File: config.mk
export PLATFORM = sky130hd
export DESIGN_NAME = bin_to_digits_flat
export DESIGN_NICKNAME = d
export VERILOG_FILES = /design/src/rtl/bin_to_digits_if.sv /design/src/rtl/bin_to_digits.sv /design/src/flat_wrapper.sv
export SDC_FILE = /design/constraint.sdc
export NUM_CORES = 1
export LEC_CHECK = 0
export BUFFER_PORTS_ARGS = -buffer_cell sky130_fd_sc_hd__buf_4
export CORE_UTILIZATION = 60
export CTS_BUF_LIST = sky130_fd_sc_hd__clkbuf_8
export DETAILED_ROUTE_END_ITERATION = 7
export PLACE_DENSITY = 0.89
export SLEW_MARGIN = 40
export SYNTH_ARGS = -nofsm -noshare
export SYNTH_HDL_FRONTEND = slang
export SYNTH_SLANG_ARGS = --single-unit
File: constraint.sdc
create_clock -name clock -period 3.6 [get_ports clock]
set_clock_uncertainty 0.2 [all_clocks]
set_input_delay 0.36 -clock clock [delete_from_list [all_inputs] [get_ports clock]]
set_output_delay 0.36 -clock clock [all_outputs]
set_load 0.02 [all_outputs]
File: src/rtl/bin_to_digits_if.sv
// Handshake bundle between a binary-to-decimal-digit converter and its requester/consumer.
// The master side issues the conversion request and consumes the digits.
interface bin_to_digits_if #(
  parameter int unsigned WIDTH = 16
);
  logic [WIDTH-1:0] value;
  logic             start;
  logic             busy;
  logic [3:0]       digit;
  logic             digit_valid;
  logic             digit_last;
  logic             digit_ready;

  modport master (
    output value, start, digit_ready,
    input  busy, digit, digit_valid, digit_last
  );

  modport slave (
    input  value, start, digit_ready,
    output busy, digit, digit_valid, digit_last
  );
endinterface

File: src/rtl/bin_to_digits.sv
// Iterative double-dabble converter: one shift per clock.
// It streams the decimal digits most-significant first, with leading zeros suppressed.
module bin_to_digits #(
  parameter int unsigned WIDTH  = 16,
  parameter int unsigned DIGITS = 5
) (
  input logic             clock,
  input logic             reset,
  bin_to_digits_if.slave  bus
);

  localparam int unsigned BW = 4 * DIGITS;
  localparam int unsigned CW = $clog2(WIDTH + 1);
  localparam int unsigned IW = (DIGITS > 1) ? $clog2(DIGITS) : 1;

  localparam logic [1:0] S_IDLE    = 2'd0;
  localparam logic [1:0] S_CONVERT = 2'd1;
  localparam logic [1:0] S_EMIT    = 2'd2;

  logic [1:0]       state_q, state_d;
  logic [WIDTH-1:0] bin_q, bin_d;
  logic [BW-1:0]    bcd_q, bcd_d, bcd_adj;
  logic [CW-1:0]    cnt_q, cnt_d;
  logic [IW-1:0]    idx_q, idx_d;
  logic             busy_q, busy_d;
  logic [3:0]       digit_q, digit_d;
  logic             valid_q, valid_d;
  logic             last_q, last_d;

  always_ff @(posedge clock) begin
    if (reset) begin
      state_q <= S_IDLE;
    end else begin
      state_q <= state_d;
    end
  end

  always_ff @(posedge clock) begin
    if (reset) begin
      bin_q   <= '0;
      bcd_q   <= '0;
      cnt_q   <= '0;
      idx_q   <= '0;
      busy_q  <= 1'b0;
      digit_q <= 4'd0;
      valid_q <= 1'b0;
      last_q  <= 1'b0;
    end else begin
      bin_q   <= bin_d;
      bcd_q   <= bcd_d;
      cnt_q   <= cnt_d;
      idx_q   <= idx_d;
      busy_q  <= busy_d;
      digit_q <= digit_d;
      valid_q <= valid_d;
      last_q  <= last_d;
    end
  end

  always_comb begin
    state_d = state_q;
    bin_d   = bin_q;
    bcd_d   = bcd_q;
    cnt_d   = cnt_q;
    idx_d   = idx_q;
    bcd_adj = bcd_q;
    digit_d = 4'd0;

    for (int unsigned i = 0; i < DIGITS; i++) begin
      if (bcd_q[4*i +: 4] >= 4'd5) begin
        bcd_adj[4*i +: 4] = bcd_q[4*i +: 4] + 4'd3;
      end
    end

    case (state_q)
      S_IDLE: begin
        if (bus.start) begin
          bin_d   = bus.value;
          bcd_d   = '0;
          cnt_d   = '0;
          state_d = S_CONVERT;
        end
      end
      S_CONVERT: begin
        bcd_d = {bcd_adj[BW-2:0], bin_q[WIDTH-1]};
        bin_d = {bin_q[WIDTH-2:0], 1'b0};
        cnt_d = cnt_q + CW'(1);
        if (cnt_q == CW'(WIDTH - 1)) begin
          state_d = S_EMIT;
          // Highest nonzero nibble wins; an all-zero value emits a lone 0.
          idx_d   = '0;
          for (int unsigned i = 0; i < DIGITS; i++) begin
            if (bcd_d[4*i +: 4] != 4'd0) begin
              idx_d = IW'(i);
            end
          end
        end
      end
      S_EMIT: begin
        if (bus.digit_ready) begin
          if (idx_q == '0) begin
            state_d = S_IDLE;
          end else begin
            idx_d = idx_q - IW'(1);
          end
        end
      end
      default: state_d = S_IDLE;
    endcase

    // Output registers are loaded from next-state values.
    busy_d  = (state_d != S_IDLE);
    valid_d = (state_d == S_EMIT);
    last_d  = valid_d && (idx_d == '0);
    if (valid_d) begin
      for (int unsigned i = 0; i < DIGITS; i++) begin
        if (IW'(i) == idx_d) begin
          digit_d = bcd_d[4*i +: 4];
        end
      end
    end
  end

  assign bus.busy        = busy_q;
  assign bus.digit       = digit_q;
  assign bus.digit_valid = valid_q;
  assign bus.digit_last  = last_q;

endmodule

File: src/flat_wrapper.sv
// flat-port wrapper written by rule: the top's interface ports become plain ports
module bin_to_digits_flat 
#(
  parameter int unsigned WIDTH  = 16,
  parameter int unsigned DIGITS = 5
)
  (clock, reset, bus_value, bus_start, bus_digit_ready, bus_busy, bus_digit, bus_digit_valid, bus_digit_last);
  bin_to_digits_if #(.WIDTH(WIDTH)) bus_i ();
  input logic clock;
  input logic reset;
  input wire logic [$bits(bus_i.value)-1:0] bus_value;
  input wire logic [$bits(bus_i.start)-1:0] bus_start;
  input wire logic [$bits(bus_i.digit_ready)-1:0] bus_digit_ready;
  output wire logic [$bits(bus_i.busy)-1:0] bus_busy;
  output wire logic [$bits(bus_i.digit)-1:0] bus_digit;
  output wire logic [$bits(bus_i.digit_valid)-1:0] bus_digit_valid;
  output wire logic [$bits(bus_i.digit_last)-1:0] bus_digit_last;
  assign bus_i.value = bus_value;
  assign bus_i.start = bus_start;
  assign bus_i.digit_ready = bus_digit_ready;
  assign bus_busy = bus_i.busy;
  assign bus_digit = bus_i.digit;
  assign bus_digit_valid = bus_i.digit_valid;
  assign bus_digit_last = bus_i.digit_last;
  bin_to_digits #(.WIDTH(WIDTH), .DIGITS(DIGITS)) u_core (.clock(clock), .reset(reset), .bus(bus_i));
endmodule
### After elaboration in Yosys (flattened, before gate mapping)

Cells that the tools add are included.

* reductions and logical operators: 12
* add/sub/neg operators: 7
* multiplexer cells: 29
* eq/ne operators: 9
* $lt $le $gt $ge: 5
* bitwise logic cells: 1

Operators by type and width (number)
* $pmux 20 s2: 1
* $mux 4: 9
* $pmux 16 s2: 1
* $ge 4x3->1 const B: 5
* $mux 20: 1
* $add 4x2->4 const B: 4
* $mux 16: 1
* $reduce_bool 4->1: 4
* $mux 3: 5
* $mux 2: 6
* $pmux 5 s2: 1
* $eq 2x3->1 const A: 2
* $logic_not 3->1: 2
* $pmux 2 s3: 1
* $pmux 3 s2: 1
* $add 5x1->5 const B: 1
* $eq 5x4->1 const B: 1
* $mux 5: 1
* $eq 2x2->1 const B: 2
* $reduce_bool 2->1: 2
* $add 3x2->3 const B: 1
* $eq 1x3->1 const A: 1
* $eq 3x3->1 const A: 1
* $sub 3x1->3 const B: 1
* 8 further kinds: 8

* output and inout port bits: 7
* input bits: 20
* logic and storage cells: 72
* bits in registers: 53

### Logic depth before layout (Yosys ltp)

* depth after elaboration: 15
* gate-level depth with buffers: 11
* depth with buffers taken out: 10

### Least setup slack after synthesis

OpenSTA, ideal clock, no wires.

* path type: register to register
* start: reg u_core.bcd_q[17]
* end: reg u_core.digit_q[3] (netlist: u_core.bus.digit[3])
* library setup time: 0.103 ns
* arrival time: 2.346 ns
* period minus slack after synthesis: 2.650 ns
* setup slack: 0.950 ns
* stages on the path, launching flop included: 11
* path buffers: 0
* data required time: 3.297 ns
* cells stage by stage: dfxtp_1 > inv_1 > ha_1 > nand2b_1 > a21oi_1 > mux2i_1 > a21oi_1 > a221oi_4 > nor3b_4 > a221oi_1 > a2111oi_2

* longest elaborated chain between the ends: 12
* elaborated cells on any way between the ends: 18
* classes of those cells: add/sub: 1; order compare: 1; eq/ne: 4; mux: 10; reduce/logical: 2

Ends and longest elaborated chain
* start: declaration: RTL line bin_to_digits.sv:22 `logic [BW-1:0] bcd_q, bcd_d, bcd_adj;`
* start signal: assignment: RTL line bin_to_digits.sv:41 `bcd_q <= '0;`
* start signal: assignment: RTL line bin_to_digits.sv:50 `bcd_q <= bcd_d;`
* $ge 4x3->1 / $add 3x2->3 (equally long branches): RTL line bin_to_digits.sv:70, bin_to_digits.sv:71
* $mux 3 (*): RTL line bin_to_digits.sv:70 `if (bcd_q[4*i +: 4] >= 4'd5) begin`
* $reduce_bool 4->1: RTL line bin_to_digits.sv:93 `if (bcd_d[4*i +: 4] != 4'd0) begin`
* $mux 3: RTL line bin_to_digits.sv:93
* $mux 3: RTL line bin_to_digits.sv:88 `if (cnt_q == CW'(WIDTH - 1)) begin`
* $pmux 3 s2: RTL line bin_to_digits.sv:75 `case (state_q)`
* $logic_not 3->1: RTL line bin_to_digits.sv:117 `if (IW'(i) == idx_d) begin`
* $mux 4 (4 in series): RTL line bin_to_digits.sv:117
* $mux 4 (*): RTL line bin_to_digits.sv:117
* end signal: assignment: RTL line bin_to_digits.sv:54 `digit_q <= digit_d;`
* end: declaration: RTL line bin_to_digits.sv:26 `logic [3:0] digit_q, digit_d;`

Every way passes the cells marked *; elsewhere a longest branch is shown, timed or not.
A chain may end at the register's enable or synchronous reset.

### Worst setup path after layout

* start: reg u_core.bcd_q[12]
* end: reg u_core.digit_q[0] (netlist: u_core.bus.digit[0])

* longest elaborated chain between the ends: 13
* elaborated cells on any way between the ends: 21
* classes of those cells: add/sub: 1; order compare: 1; eq/ne: 4; mux: 12; reduce/logical: 3

Ends and longest elaborated chain (RTL line)
* $add 4x2->4 / $ge 4x3->1 (equally long branches): bin_to_digits.sv:71, bin_to_digits.sv:70
* $mux 4: bin_to_digits.sv:70
* $reduce_bool 4->1: bin_to_digits.sv:93
* $mux 2: bin_to_digits.sv:93
* $mux 3: bin_to_digits.sv:93
* $mux 3: bin_to_digits.sv:88
* $pmux 3 s2: bin_to_digits.sv:75
* $logic_not 3->1: bin_to_digits.sv:117
* $mux 4 (4 in series): bin_to_digits.sv:117
* $mux 4 (*): bin_to_digits.sv:117

Marked as above.

==> run metrics <==
status=completed; share of cells above drive strength 1=0.1508; drt drc=0; YS warnings=0; CTS tree=done; initial drt markers=approximately 180; clk slew on worst S/H paths=roughly 0.10 ns; Post-synth EDFFs=0; HPWL after DPL=4832 microns; Setup Fix Bufs, Post-CTS=0; cts bufs inserted=5; clk buf depth=2; Synth Area in Adders=0.07426; footprint of the multi-input gates=about 1800 sq um; Worst Min Path Start=bus_value[0]; reg2reg end=u_core.bus.digit[0]$_SDFF_PP0_; HP Class=in2reg; post-route antenna net violation count=0; P&R area growth vs syn=11.43%; R2R Setup Slk=around 0.56 ns; xor/xnor share of the synthesized area=0.01444; via count=2658; final wirelength=6576 microns; worst skew pair latency=around 0.31 ns; CTS H-tree depth=2; hold endpoint=u_core.bin_q[0]$_SDFFE_PP0P_; # nets final=415; Final setup viols=0; mux contribution to synthesized area=0.06601; synth unique cells=57; Tightest Pin Transition=roughly 0.47 ns; P_sw=just under 300 uW; Commonest cells post-synth=53 x dfxtp_1, 48 x nor2_1, 26 x nand2_1; first-pass GRT wire length=11160 microns; simple-gate portion of the synthesized area=0.1898; RSZ-0062 raised after global routing=false; WS Path Type=reg2reg; VDD IR max=231.2 uV; drt pass-1 iters=5; post-route minimum period=between 3 and 4 ns; Worst Path Max Fanout=8; GRT Resource Usage Total=0.2688; Int Power=roughly 800 uW; CP Capture Type=register; number of max-cap violations=0; Gate power share=0.133; register bit count reported by yosys=53; hold path cells=3; core area=roughly 4800 sq um; post_cts resized=0; Synth Flop Type=dfxtp_1; PD cells=323.2 nW/um^2; hold_buf cts=0; Mapped Cells=roughly 350; diode count=0; grt total ovfl=0; die area=5343 sq um; Fill cells=401; Row Count=25; final hold violations=0; Critical Path RT=around 3.6 ns; vias in the first global route=about 2.5k; Sum Neg Setup Slack=0 ns; sequential area share after synthesis=0.3498; Placement Cell Area=~3300 sq um; sequential power share=0.569; initial core utilization=0.6337; register area=about 1100 sq um; Die Y=between 70 and 80 microns; sw frac=0.2671; complex-gate fraction of the synthesized area=0.2583; Max-slew headroom=0.6837; initial antenna violation count=0; clock share of power=0.298; wire length per cell=14.78 microns; Die W=about 73 microns; final non-filler cell area=around 3400 sq um; largest family of logic cells by synthesized area=compound AO/OA/AOI/OAI gates; Worst R2R Path Depth=10; crit path DAT=3.04 ns; period utilization=0.8431; I/O Buffers=26; top post-synthesis cells by area=dfxtp_1 35%, ha_1 7.4%, mux2i_1 6.6%; # IOs=27; count of final max-slew check failures=0; Lkg Pwr=roughly 0.0014 uW; fmax=329.5 MHz; largest area contributor in the netlist=dfxtp_1; syn_area_per_cell=8.568 sq um; GPL Wtd Cong=a little over 0.9; syn nets=~390; clock sink count=53; share of the synthesized area in the top cell type=0.3498; top-count cell post-synth=dfxtp_1; Netlist Area Pre-Place=around 3000 sq um; Synth async-reset ratio=0; largest net degree at the start of global routing=47; startpoint types=register; DR vias/cell=5.973; reg2reg start=u_core.bcd_q[12]$_SDFF_PP0_; CTS root buf=clkbuf_8
## through the flow
stage | std cells | setup slack (ns) | util | total power [uW] | hold slack, ns
2_1_floorplan | 354 | 0.9503 | - | 730.3 | 0.2316
6_report | 445 | 0.5648 | 0.7061 | 1092 | 0.1536
3_3_place_gp | 437 | 0.6630 | 0.6886 | 773.2 | 0.2653
5_1_grt | 445 | 0.3798 | 0.7061 | 1144 | 0.1517
3_5_place_dp | 437 | 0.5930 | 0.6886 | 779.7 | 0.2741
4_1_cts | 445 | 0.5761 | 0.7061 | 1100 | 0.1467
## power by group through the flow
stage / registers (uW) / logic (uW) / clock network [uW]
2_1_floorplan: 632 / 98.0 / 0
3_3_place_gp: 634 / 140 / 0
3_5_place_dp: 635 / 144 / 0
4_1_cts: 622 / 145 / 333
5_1_grt: 625 / 161 / 358
6_report: 622 / 145 / 326
## critical path, stage by stage, from the launching register on
cell and delay (ns):
dfxtp_1 0.37, inv_1 0.13, ha_1 0.25, and3_1 0.18, o21bai_1 0.07, a221o_1 0.36, nor4_1 0.39, o31a_2 0.29
nor4b_2 0.41, a21oi_1 0.14, o311a_1 0.15
## routing by layer
metal	part of all wire	global-route usage	vias to the layer above
li1	-	-	1312
met1	0.44	0.3157	1250
met2	0.49	0.4856	83
met3	0.048	0.05525	13
met4	0.015	0.08497	0
met5	0	0	-
## registers in the layout (all words and copies together) (netlist names)
register	flops
u_core.cnt_q	5
u_core.bus.digit	4
u_core.state_q	2
u_core.bcd_q	20
u_core.bus.digit_last	1
u_core.bin_q	16
u_core.bus.busy	1
u_core.idx_q	3
u_core.bus.digit_valid	1
## final cells by class
class,count,area share
sequential,53,0.3140
clock buffer,5,0.02036
timing repair buffer,31,0.06886
multi-input combinational,263,0.5420
clock inverter,3,0.004443
tap,67,0.02481
inverter,23,0.02555
## layout by cell type (no fill, tap or decap), types with 2 or more instances in the layout
cell type and n:
a221oi_1 2, nor2_1 48, o22ai_1 4, nor3b_1 4, clkbuf_8 5, and3_1 3
a221o_1 2, inv_1 24, o21ai_1 4, nand4_1 3, dfxtp_1 53, ha_1 18
a21oi_1 23, a211oi_1 16, a221oi_2 2, a21o_1 7, a2bb2oi_1 2, a211oi_2 3
o31ai_1 2, buf_4 31, nand3_1 3, nor2b_1 9, o21ai_0 8, nand2b_1 8
xnor2_1 5, nor3_1 3, o21ai_2 2, nor4_1 2, nand2_1 26, mux2i_1 20
a22oi_1 10
## how the worst max path moves through the flow
stage | startpoint | end | slack [ns]
2_1_floorplan | u_core.bcd_q[17]$_SDFF_PP0_ | u_core.bus.digit[3]$_SDFF_PP0_ | 0.95
3_5_place_dp | u_core.bcd_q[12]$_SDFF_PP0_ | u_core.bus.digit[0]$_SDFF_PP0_ | 0.59
3_3_place_gp | u_core.bcd_q[12]$_SDFF_PP0_ | u_core.bus.digit[0]$_SDFF_PP0_ | 0.66
5_1_grt | u_core.bcd_q[17]$_SDFF_PP0_ | u_core.bus.digit[3]$_SDFF_PP0_ | 0.38
6_report | u_core.bcd_q[12]$_SDFF_PP0_ | u_core.bus.digit[0]$_SDFF_PP0_ | 0.56
4_1_cts | u_core.bcd_q[12]$_SDFF_PP0_ | u_core.bus.digit[0]$_SDFF_PP0_ | 0.58
## cells by family after synthesis
| kind of cell | Yosys count |
|---|---|
| adder cells (fa/ha/maj) | 18 |
| XOR/XNOR | 5 |
| AND/OR/NAND/NOR | 117 |
| flip-flops | 53 |
| buffers and inverters | 38 |
| AO/OA/AOI/OAI | 103 |
| multiplexers | 20 |
(Power assumes the default switching activity.)
